===== src/rtl/pipe_adder_pkg.sv =====
// ---------------------------------------------------------------------------
// pipe_adder_pkg
//   Shared types and helpers for the pipelined adder/subtractor.
//   - op_e       : operation select carried on the 'sub' input.
//   - num_stages : number of pipeline stages for a given WIDTH/CHUNK split.
// ---------------------------------------------------------------------------
package pipe_adder_pkg;

  typedef enum logic {
    OP_ADD = 1'b0,
    OP_SUB = 1'b1
  } op_e;

  // One stage per CHUNK-bit slice. A zero chunk is rejected by the top's
  // elaboration checks; returning 1 here keeps the division well defined
  // long enough for that check to report.
  function automatic int num_stages(input int width, input int chunk);
    return (chunk > 0) ? (width / chunk) : 1;
  endfunction

endpackage : pipe_adder_pkg


===== src/rtl/pipe_adder_chunk.sv =====
// ---------------------------------------------------------------------------
// adder_chunk
//   Combinational CHUNK-bit slice adder used once per pipeline stage.
//   Ports:
//     a, b      in  CHUNK  operand slices (b already inverted for subtract)
//     cin       in  1      carry into the slice LSB
//     s         out CHUNK  slice sum
//     cout      out 1      carry out of the slice MSB
//     c_msb_in  out 1      carry into the slice MSB (signed overflow term)
// ---------------------------------------------------------------------------
module adder_chunk
  import pipe_adder_pkg::*;
#(
  parameter int CHUNK = 4
) (
  input  logic [CHUNK-1:0] a,
  input  logic [CHUNK-1:0] b,
  input  logic             cin,
  output logic [CHUNK-1:0] s,
  output logic             cout,
  output logic             c_msb_in
);

  logic [CHUNK:0] full;

  assign full = {1'b0, a} + {1'b0, b} + {{CHUNK{1'b0}}, cin};
  assign s    = full[CHUNK-1:0];
  assign cout = full[CHUNK];

  // The sum bit at the MSB is a ^ b ^ carry_in, so the carry into the MSB
  // falls out of the same XOR. Valid for any CHUNK, including 1.
  assign c_msb_in = a[CHUNK-1] ^ b[CHUNK-1] ^ full[CHUNK-1];

endmodule : adder_chunk


===== src/rtl/pipe_adder.sv =====
// ---------------------------------------------------------------------------
// pipe_adder
//   Pipelined two's-complement adder/subtractor, CHUNK bits per stage, with
//   valid/ready handshaking on both sides. One operation per clock.
//   Ports:
//     clk, rst_n   in   clock (rising edge), async active-low reset
//     in_valid     in   operand set present
//     in_ready     out  operand set can be accepted this cycle
//     a, b         in   WIDTH-bit operands
//     cin          in   carry-in (borrow-in when sub = 1)
//     sub          in   0 = add, 1 = subtract
//     out_valid    out  result present
//     out_ready    in   consumer takes the result
//     s            out  WIDTH-bit result
//     cout         out  raw carry out of the MSB (subtract: 1 = no borrow)
//     ovf          out  signed overflow
//
//   Stage k adds slice k and registers: the result word (slices 0..k valid,
//   upper slices still holding operand A), its carry out, and the not yet
//   consumed effective-B slices shifted down so the next slice is always at
//   the bottom. The whole pipe freezes while the output is stalled.
// ---------------------------------------------------------------------------
module pipe_adder
  import pipe_adder_pkg::*;
#(
  parameter int WIDTH = 16,
  parameter int CHUNK = 4
) (
  input  logic             clk,
  input  logic             rst_n,
  input  logic             in_valid,
  output logic             in_ready,
  input  logic [WIDTH-1:0] a,
  input  logic [WIDTH-1:0] b,
  input  logic             cin,
  input  logic             sub,
  output logic             out_valid,
  input  logic             out_ready,
  output logic [WIDTH-1:0] s,
  output logic             cout,
  output logic             ovf
);

  localparam int NSTAGES = num_stages(WIDTH, CHUNK);
  // Forwarding registers exist only between stages; keep at least one
  // element so the declaration stays legal when NSTAGES = 1.
  localparam int NFWD    = (NSTAGES > 1) ? (NSTAGES - 1) : 1;

  // -------------------------------------------------------------------------
  // Elaboration-time parameter checks
  // -------------------------------------------------------------------------
  if (CHUNK < 1) begin : g_chk_chunk
    $error("pipe_adder: CHUNK must be at least 1");
  end else if ((WIDTH % CHUNK) != 0) begin : g_chk_div
    $error("pipe_adder: WIDTH must be a multiple of CHUNK");
  end

  // -------------------------------------------------------------------------
  // Operand selection at accept: subtract is a + ~b + !cin
  // -------------------------------------------------------------------------
  op_e              op;
  logic [WIDTH-1:0] b_eff;
  logic             cin_eff;

  assign op      = op_e'(sub);
  assign b_eff   = (op == OP_SUB) ? ~b   : b;
  assign cin_eff = (op == OP_SUB) ? ~cin : cin;

  // -------------------------------------------------------------------------
  // Pipeline state
  // -------------------------------------------------------------------------
  logic             vld_q   [NSTAGES];
  logic [WIDTH-1:0] word_q  [NSTAGES];
  logic [WIDTH-1:0] bfw_q   [NFWD];
  logic             carry_q [NFWD];
  logic             msb_c   [NSTAGES];
  logic             cout_q;
  logic             ovf_q;
  logic             stall;

  // Stall depends only on the output side, so in_ready has no path from
  // in_valid.
  assign stall    = vld_q[NSTAGES-1] && !out_ready;
  assign in_ready = !stall;

  assign out_valid = vld_q[NSTAGES-1];
  assign s         = word_q[NSTAGES-1];
  assign cout      = cout_q;
  assign ovf       = ovf_q;

  // Replace slice idx of a word with a freshly computed sum slice.
  function automatic logic [WIDTH-1:0] put_slice(input logic [WIDTH-1:0] w,
                                                 input logic [CHUNK-1:0] sl,
                                                 input int               idx);
    logic [WIDTH-1:0] r;
    r = w;
    r[idx*CHUNK +: CHUNK] = sl;
    return r;
  endfunction

  // -------------------------------------------------------------------------
  // Stages
  // -------------------------------------------------------------------------
  for (genvar k = 0; k < NSTAGES; k++) begin : g_stage
    localparam int LO = k * CHUNK;

    logic             v_in;
    logic [WIDTH-1:0] w_in;
    logic [CHUNK-1:0] a_sl;
    logic [CHUNK-1:0] b_sl;
    logic [CHUNK-1:0] s_sl;
    logic             c_in;
    logic             c_out;

    // Stage 0 is fed straight from the input port; later stages from the
    // previous stage's registers.
    if (k == 0) begin : g_src_in
      assign v_in = in_valid;
      assign w_in = a;
      assign b_sl = b_eff[CHUNK-1:0];
      assign c_in = cin_eff;
    end else begin : g_src_pipe
      assign v_in = vld_q[k-1];
      assign w_in = word_q[k-1];
      assign b_sl = bfw_q[k-1][CHUNK-1:0];
      assign c_in = carry_q[k-1];
    end

    assign a_sl = w_in[LO +: CHUNK];

    adder_chunk #(
      .CHUNK(CHUNK)
    ) u_add (
      .a        (a_sl),
      .b        (b_sl),
      .cin      (c_in),
      .s        (s_sl),
      .cout     (c_out),
      .c_msb_in (msb_c[k])
    );

    if (k < NSTAGES - 1) begin : g_mid
      // NOTE: sequential state is written with <= so every stage samples the
      // previous stage's value from before the edge, not the one just
      // updated; with = the order of blocks would decide the result.
      always_ff @(posedge clk or negedge rst_n) begin
        // NOTE: the datapath registers are reset as well as the valid bits,
        // because s/cout/ovf must read 0 straight out of reset.
        if (!rst_n) begin
          vld_q[k]   <= 1'b0;
          word_q[k]  <= '0;
          bfw_q[k]   <= '0;
          carry_q[k] <= 1'b0;
        end else if (!stall) begin
          vld_q[k] <= v_in;
          // Data only moves with a real operation; bubbles leave it alone.
          if (v_in) begin
            word_q[k]  <= put_slice(w_in, s_sl, k);
            carry_q[k] <= c_out;
            if (k == 0) begin
              bfw_q[k] <= b_eff >> CHUNK;
            end else begin
              bfw_q[k] <= bfw_q[k-1] >> CHUNK;
            end
          end
        end
      end
    end else begin : g_last
      always_ff @(posedge clk or negedge rst_n) begin
        if (!rst_n) begin
          vld_q[k]  <= 1'b0;
          word_q[k] <= '0;
          cout_q    <= 1'b0;
          ovf_q     <= 1'b0;
        end else if (!stall) begin
          vld_q[k] <= v_in;
          if (v_in) begin
            word_q[k] <= put_slice(w_in, s_sl, k);
            cout_q    <= c_out;
            // Signed overflow: carry into the MSB differs from carry out.
            ovf_q     <= c_out ^ msb_c[k];
          end
        end
      end
    end
  end : g_stage

endmodule : pipe_adder

===== config.mk =====
export PLATFORM = sky130hd
export DESIGN_NAME = pipe_adder
export DESIGN_NICKNAME = d
export VERILOG_FILES = /design/src/rtl/pipe_adder_pkg.sv /design/src/rtl/pipe_adder_chunk.sv /design/src/rtl/pipe_adder.sv
export SDC_FILE = /design/constraint.sdc
export NUM_CORES = 1
export LEC_CHECK = 0
export BUFFER_PORTS_ARGS = -buffer_cell sky130_fd_sc_hd__buf_4
export CAP_MARGIN = 5
export CORE_ASPECT_RATIO = 0.6
export CORE_MARGIN = 4
export CORE_UTILIZATION = 62
export DETAILED_ROUTE_END_ITERATION = 16
export GPL_TIMING_DRIVEN = 0
export PLACE_DENSITY = 0.85
export SYNTH_ARGS = -nofsm -noshare
export SYNTH_HDL_FRONTEND = slang
export SYNTH_HIERARCHICAL = 1
export SYNTH_SLANG_ARGS = --single-unit

===== constraint.sdc =====
create_clock -name clk -period 5.6 [get_ports clk]
set_input_delay 0.28 -clock clk [delete_from_list [all_inputs] [get_ports clk]]
set_output_delay 0.28 -clock clk [all_outputs]
set_load 0.05 [all_outputs]

==> out/summary.log, run 1 <==
INFO  timing         worst_pin_slew=609ps
INFO  finish         layoutNonFillerInstCount=473
INFO  power          total_switching_power=1.22mW
INFO  power          p_int=2.20mW
INFO  drt            finalWirelength=8490um
INFO  finish         num-fill-cells=409
INFO  place          placed_area=5070um2
INFO  worst_hold_path worstHoldPathCells=2
INFO  clock_network  clock_insertion_delay_worst_skew=330ps
INFO  floorplanning  die_area=8810um2
INFO  yosys          post-synth-top-count-cell=dfrtp_1
INFO  power          p_leak=2.57nW
INFO  place          place_hpwl=5900um
INFO  yosys          synth_top_area_share=0.534
INFO  yosys          avgSynthCellArea=14.6um2
INFO  yosys          ys_top_cells_by_area=dfrtp_1 (53%), mux2_4 (13%), mux2_2 (10%)
INFO  timing         hold-worst-slack=167ps
INFO  worst_hold_path worstHoldStart=a[7]
INFO  grt            grt_start_max_net_pins=98
INFO  power          irDropWorstVdd=0.283mV
INFO  grt            globalRouteOverflowTotal=0
INFO  power          share_comb_of_total_power=0.466
INFO  clock_network  clkSinkCount=97
INFO  yosys          synth_warnings=6
INFO  critical_path  required=5820ps
INFO  floorplanning  die_y=74.3um
INFO  drt            detail-route-antenna-nets=0
INFO  floorplanning  die_width=119um
INFO  drt            routed_wire_length_on_met3=415um
INFO  drt            route.detailed.wl_per_inst=17.9um
INFO  critical_path  regToRegEndpoint=ovf
INFO  finish         fin_nets=439
INFO  drt            starting_drt_drc_count=169
INFO  clock_network  tritoncts_clock_tree=done
INFO  flow_run       maxCapViolCount=0
INFO  timing         fin_ws=3600ps
INFO  yosys          yosysSeqAreaShare=0.534
INFO  floorplanning  floorplan.core_area=6910um2
INFO  place          port_buffers=56
INFO  grt            first_global_vias=2775
INFO  yosys          synth_top_cells_by_count=dfrtp_1 (97), mux2_2 (42), mux2_4 (38), a21oi_1 (28), inv_1 (18)
INFO  yosys          synth.cell_area=4550um2
INFO  yosys          synthFlopType=dfrtp_1
INFO  drt            top_layer=met4
INFO  drt            vias=2561
INFO  yosys          synth-edff-count=0
INFO  floorplanning  initial_utilization=0.658
INFO  place          finalWeightedCongestion=0.781
INFO  clock_network  cts.htree.levels=3
INFO  clock_network  cts_inserted_buffers=9
INFO  clock_network  ctsRootBufferMaster=clkbuf_16
INFO  yosys          postSynth.asyncResetShare=1.00
INFO  place          pre_cts_ws=3370ps
INFO  clock_network  post_cts.resized_instances=0
INFO  power          sw_frac_of_total=0.357
INFO  drt            routed_via_density=5.41
INFO  drt            drtPass1Iterations=4
INFO  finish         design_area=5400um2
INFO  power          clockPowerShare=0.173
INFO  yosys          net_count_after_synthesis=370
INFO  power          fin_total_pwr=3.43mW
INFO  worst_hold_path hold_class=in2reg
INFO  timing         timing.fmax=500MHz
INFO  outcome        status=finished, final reports clean
INFO  floorplanning  top_level_ports=58
INFO  drt            met1_length=3940um
INFO  place          placed_cells=455
INFO  drt            drc=0
INFO  timing         fin_setup_tns=0ps
INFO  critical_path  critPathMaxFanout=2
INFO  timing         hold_viol=0
INFO  timing         period_minus_slack=2000ps
INFO  critical_path  timing.reg2reg.setup_slack=3600ps
INFO  worst_hold_path hold-path-endpoint=g_stage[1].w_in[7]
INFO  critical_path  regToRegStartpoint=g_stage[3].w_in[12]
INFO  finish         antenna_cell_count=0
INFO  finish         syn2layout_area_growth=18.9%
INFO  critical_path  critPathLaunchType=flip-flop
INFO  critical_path  timing.critical_path.to_type=flip-flop
INFO  grt            grt_pass1_wl=14300um
INFO  yosys          synth_top_area_cell=dfrtp_1
INFO  power          power-per-cell-area=635nW/um2
INFO  yosys          syn_inst=312
INFO  clock_network  clock_tree.buffer_depth=2
INFO  timing         report.final.setup_viol=0
INFO  finish         seq_area=2430um2
INFO  clock_network  clock_input_transition_at_the_sequential_cells_of_the_worst_setup_and_hold_paths=60ps
INFO  power          seqPwrFrac=0.362
INFO  yosys          synth-seq-cells=97
INFO  timing         final-max-slew-violation-count=0
INFO  critical_path  critPathKind=reg2reg
INFO  finish         multi_input_comb_area=1920um2
INFO  drt            met2_wirelength=4060um
INFO  grt            globalRouteTotalUtil=0.212
INFO  timing         final.period_utilization=0.357
INFO  timing         timing.clock.skew=4.16ps
INFO  finish         finalCoreUtilization=0.782
INFO  timing         max-slew-margin-rel=0.594
INFO  floorplanning  fp-row-count=23
INFO  yosys          netlist-cell-type-count=25
INFO  timing         grt_setup_unrepaired=no
INFO  finish         drive_gt1_frac=0.433
INFO  critical_path  timing.reg2reg.worst_path_depth=8
INFO  grt            antenna_found_initial=0
INFO  critical_path  worst_ep_arrival_time=2220ps
## worst max path at each step
stage | start | end | depth (start not counted)
finish | g_stage[3].w_in[12] | ovf | 8
CTS | g_stage[3].w_in[12] | ovf | 8
floorplan | sub | g_stage[1].c_in | 10
detailed placement | sub | g_stage[1].c_in | 10
global route | g_stage[3].w_in[12] | ovf | 8
global placement | sub | g_stage[1].c_in | 10
## worst max-delay path, cell delays in order (launching register included)
cell and delay, ps:
dfrtp_1 400, fa_1 460, inv_1 90, fa_1 200
nor2b_1 50, o21ai_0 150, nand2b_1 120, xor2_1 160
mux2_2 260
## cell usage in the layout (no fill, tap or decap), drive strengths merged, types with 8 or more instances in the layout
cell	netlist	final
inv	18	18
mux2	82	82
xnor2	16	16
clkbuf	1	14
nand2	8	8
fa	8	8
a21oi	28	28
buf	12	69
xor2	10	10
ha	12	12
dfrtp	97	97
## power by group through the flow
stage	Clock [mW]	Sequential [mW]	Combinational, mW
global route	0.641	1.28	1.73
CTS	0.608	1.24	1.61
finish	0.592	1.24	1.60
detailed placement	0	1.25	1.59
global placement	0	1.23	1.54
floorplan	0	1.43	1.01
## per-layer routing
layer  GRT usage  up-vias
li1            -     1203
met1       0.291     1287
met2       0.348       62
met3      0.0562        9
met4      0.0526        0
met5           0        -
## cell type report
cell class,count,area share
clock buffers,13,0.0463
multi-input cells,184,0.356
flip-flops and latches,97,0.449
clock inverters,3,0.00741
inverters,18,0.0125
repair buffers,58,0.0848
plain buffers,13,0.0236
well taps,87,0.0201
## state kept, by name (all words and copies together) (netlist names)
signal / cells
ovf: 1
bfw_q: 24
g_stage.w_in: 48
g_stage.c_in: 3
s: 16
g_stage.v_in: 3
out_valid: 1
cout: 1
## timing repair
item,4_1_cts,5_1_grt
setup buffers,0,0
hold buffers,0,1
endpoints found under the hold margin,0,8
## kinds of logic (layout without fill, tap and decap cells)
family / Yosys count / count (layout) / share of synthesized area
fa+ha+maj: 20 / 20 / 0.0683
simple gates: 22 / 22 / 0.0328
compound gates: 34 / 34 / 0.0374
flops: 97 / 97 / 0.534
xor+xnor: 26 / 26 / 0.0501
mux: 82 / 82 / 0.235
buf+inv: 31 / 105 / 0.0429
(Power assumes the default switching activity.)
==> run 2: changes to the inputs <==
--- a/config.mk
+++ b/config.mk
@@ -5,14 +5,15 @@
 export SDC_FILE = /design/constraint.sdc
 export NUM_CORES = 1
 export LEC_CHECK = 0
+export ABC_AREA = 1
 export BUFFER_PORTS_ARGS = -buffer_cell sky130_fd_sc_hd__buf_4
 export CAP_MARGIN = 5
 export CORE_ASPECT_RATIO = 0.6
 export CORE_MARGIN = 4
-export CORE_UTILIZATION = 62
+export CORE_UTILIZATION = 52
 export DETAILED_ROUTE_END_ITERATION = 16
 export GPL_TIMING_DRIVEN = 0
-export PLACE_DENSITY = 0.85
+export PLACE_DENSITY = 0.75
 export SYNTH_ARGS = -nofsm -noshare
 export SYNTH_HDL_FRONTEND = slang
 export SYNTH_HIERARCHICAL = 1
==> constraint.sdc (replaced) <==
create_clock -name clk -period 1.7 [get_ports clk]
set_input_delay 0.085 -clock clk [delete_from_list [all_inputs] [get_ports clk]]
set_output_delay 0.085 -clock clk [all_outputs]
set_load 0.05 [all_outputs]
==> out/summary.log, run 2 <==
INFO  yosys          net_count_after_synthesis=640 [+73%]
INFO  clock_network  clkSinkCount=97 [unchanged]
INFO  drt            drtPass1Iterations=5 [+1]
INFO  clock_network  ctsRootBufferMaster=clkbuf_16
INFO  place          place_hpwl=8440um [+43%]
INFO  drt            routed_wire_length_on_met3=766um [+85%]
INFO  worst_hold_path hold_class=in2reg
INFO  power          share_comb_of_total_power=0.428 [-0.038]
INFO  timing         report.final.setup_viol=0 [unchanged]
INFO  floorplanning  fp-row-count=26 [+13%]
INFO  place          port_buffers=55 [-1.8%]
INFO  finish         multi_input_comb_area=1980um2 [+3.1%]
INFO  floorplanning  die_y=81.9um [+10%]
INFO  floorplanning  die_width=131um [+11%]
INFO  drt            starting_drt_drc_count=288 [+70%]
INFO  grt            antenna_found_initial=0 [unchanged]
INFO  finish         layout.cells.most_common_list=nand2_1 (264), dfrtp_1 (97), nand3_1 (94)
INFO  yosys          synth.cell_area=4730um2 [+4.1%]
INFO  critical_path  setup.worst_path.start=g_stage[1].c_in
INFO  power          sw_frac_of_total=0.424 [+0.0674]
INFO  power          power-per-cell-area=1800nW/um2 [+180%]
INFO  critical_path  critPathLaunchType=flip-flop
INFO  finish         layout_commonest_cell=nand2_1
INFO  finish         drive_gt1_frac=0.162 [-0.271]
INFO  grt            globalRouteOverflowTotal=0 [unchanged]
INFO  timing         timing.clock.skew=6.97ps [+2.81 ps]
INFO  finish         num-fill-cells=727 [+78%]
INFO  critical_path  critPathKind=reg2reg
INFO  clock_network  clock_insertion_delay_worst_skew=340ps [about the same]
INFO  drt            vias=4119 [+61%]
INFO  timing         timing.fmax=613MHz [+22%]
INFO  yosys          avgSynthCellArea=8.13um2 [-44%]
INFO  timing         final.period_utilization=0.960 [+0.603]
INFO  clock_network  tritoncts_clock_tree=done
INFO  drt            route.detailed.wl_per_inst=15.0um [-16%]
INFO  clock_network  clock_tree.buffer_depth=2 [unchanged]
INFO  timing         grt_setup_unrepaired=yes
INFO  drt            detail-route-antenna-nets=0 [unchanged]
INFO  clock_network  clock_input_transition_at_the_sequential_cells_of_the_worst_setup_and_hold_paths=70ps [about the same]
INFO  power          p_leak=3.24nW [+26%]
INFO  critical_path  timing.reg2reg.worst_path_depth=6 [-2]
INFO  finish         seq_area=2430um2 [unchanged]
INFO  clock_network  cts_inserted_buffers=9 [unchanged]
INFO  timing         fin_setup_tns=0ps [unchanged]
INFO  drt            routed_via_density=5.28 [-2.5%]
INFO  timing         period_minus_slack=1630ps [-366 ps]
INFO  timing         max-slew-margin-rel=0.687 [+0.0926]
INFO  grt            grt_pass1_wl=19300um [+35%]
INFO  drt            met1_length=5570um [+41%]
INFO  drt            top_layer=met4
INFO  floorplanning  top_level_ports=58 [unchanged]
INFO  power          total_switching_power=4.41mW [+260%]
INFO  critical_path  timing.reg2reg.setup_slack=70ps [-3530 ps]
INFO  place          finalWeightedCongestion=0.873 [+12%]
INFO  finish         layoutNonFillerInstCount=780 [+65%]
INFO  floorplanning  initial_utilization=0.545 [-0.113]
INFO  timing         hold_viol=0 [unchanged]
INFO  power          p_int=5.98mW [+170%]
INFO  finish         antenna_cell_count=0 [unchanged]
INFO  timing         final-max-slew-violation-count=0 [unchanged]
INFO  critical_path  required=1980ps [-3840 ps]
INFO  finish         flip_flop_count_of_the_largest_register_after_layout=48 [unchanged]
INFO  critical_path  critPathMaxFanout=2 [unchanged]
INFO  drt            drc=0 [unchanged]
INFO  place          placed_cells=749 [+65%]
INFO  finish         syn2layout_area_growth=22.1%
INFO  floorplanning  die_area=10700um2 [+22%]
INFO  critical_path  critical_path.endpoint=g_stage[2].w_in[5]
INFO  grt            first_global_vias=3986 [+44%]
INFO  worst_hold_path worstHoldPathCells=3 [+1]
INFO  finish         fin_nets=721 [+64%]
INFO  grt            globalRouteTotalUtil=0.228 [+0.0154]
INFO  critical_path  regToRegStartpoint=g_stage[1].c_in
INFO  yosys          synth_warnings=6 [unchanged]
INFO  power          seqPwrFrac=0.373 [+0.011]
INFO  power          irDropWorstVdd=1.04mV [+270%]
INFO  critical_path  regToRegEndpoint=g_stage[2].w_in[5]
INFO  clock_network  cts.htree.levels=3 [unchanged]
INFO  timing         worst_pin_slew=470ps [-139 ps]
INFO  grt            grt_start_max_net_pins=98 [unchanged]
INFO  drt            finalWirelength=11700um [+38%]
INFO  flow_run       maxCapViolCount=0 [unchanged]
INFO  outcome        status=finished, final reports clean
INFO  critical_path  worst_ep_arrival_time=1920ps [-300 ps]
INFO  yosys          syn_inst=582 [+87%]
INFO  critical_path  timing.critical_path.to_type=flip-flop
INFO  floorplanning  floorplan.core_area=8690um2 [+26%]
INFO  power          clockPowerShare=0.200 [+0.027]
INFO  drt            met2_wirelength=5230um [+29%]
[run 2: metal layers]
metal / GRT usage / up-vias
li1: - / 1975
met1: 0.318 / 2003
met2: 0.365 / 127
met3: 0.0514 / 14
met4: 0.0629 / 0
met5: 0 / -
[run 2: how the worst min path moves through the flow]
| stage | slack [ps] | to | startpoint |
|---|---|---|---|
| global placement | 320 | g_stage[1].w_in[5] | a[5] |
| CTS | 20 | g_stage[1].w_in[13] | a[13] |
| global route | 40 | g_stage[1].w_in[13] | a[13] |
| floorplan | -210 | bfw_q[0] | rst_n |
| finish | 30 | g_stage[1].w_in[13] | a[13] |
| detailed placement | 320 | g_stage[1].w_in[5] | a[5] |
[run 2: layout make-up]
cell class,instances,area share
clock inverters,6,0.0115
multi-input cells,409,0.343
clock buffers,10,0.0414
repair buffers,70,0.0996
inverters,46,0.0299
plain buffers,30,0.0301
flip-flops and latches,97,0.420
well taps,112,0.0243
[run 2: metrics by stage]
| stage | cell area, um2 | setup slack, ps | power, mW | utilization | hold slack (ps) |
|---|---|---|---|---|---|
| 2_1_floorplan | 4740 | 32.1 | 6.85 | - | -211 |
| 3_3_place_gp | 5290 | -98.1 | 7.99 | 0.609 | 323 |
| 3_5_place_dp | 5290 | -168 | 8.19 | 0.609 | 324 |
| 4_1_cts | 5710 | 3.12 | 10.3 | 0.657 | 21.9 |
| 5_1_grt | 5780 | -8.06 | 11.2 | 0.665 | 39.5 |
| 6_report | 5780 | 68.3 | 10.4 | 0.665 | 27.9 |
[run 2: worst max-delay path: stages (launching register included)]
cell and delay, ps:
dfrtp_1 410, fa_2 440, inv_2 80, fa_1 410
inv_1 80, nand3_1 90, nand2_1 80
[run 2: what timing repair did]
action,4_1_cts,5_1_grt
buffers inserted,0,2
resized for setup,3,6
pin swaps,0,4
setup endpoints to repair,3,6
hold endpoints to repair,11,21
hold buffers,11,1
[run 2: power by group through the flow]
| stage | clock network, mW | registers (mW) | logic [mW] |
|---|---|---|---|
| floorplan | 0 | 4.37 | 2.48 |
| global placement | 0 | 3.86 | 4.13 |
| detailed placement | 0 | 3.89 | 4.31 |
| CTS | 2.10 | 3.86 | 4.38 |
| global route | 2.20 | 3.99 | 4.97 |
| finish | 2.07 | 3.87 | 4.45 |
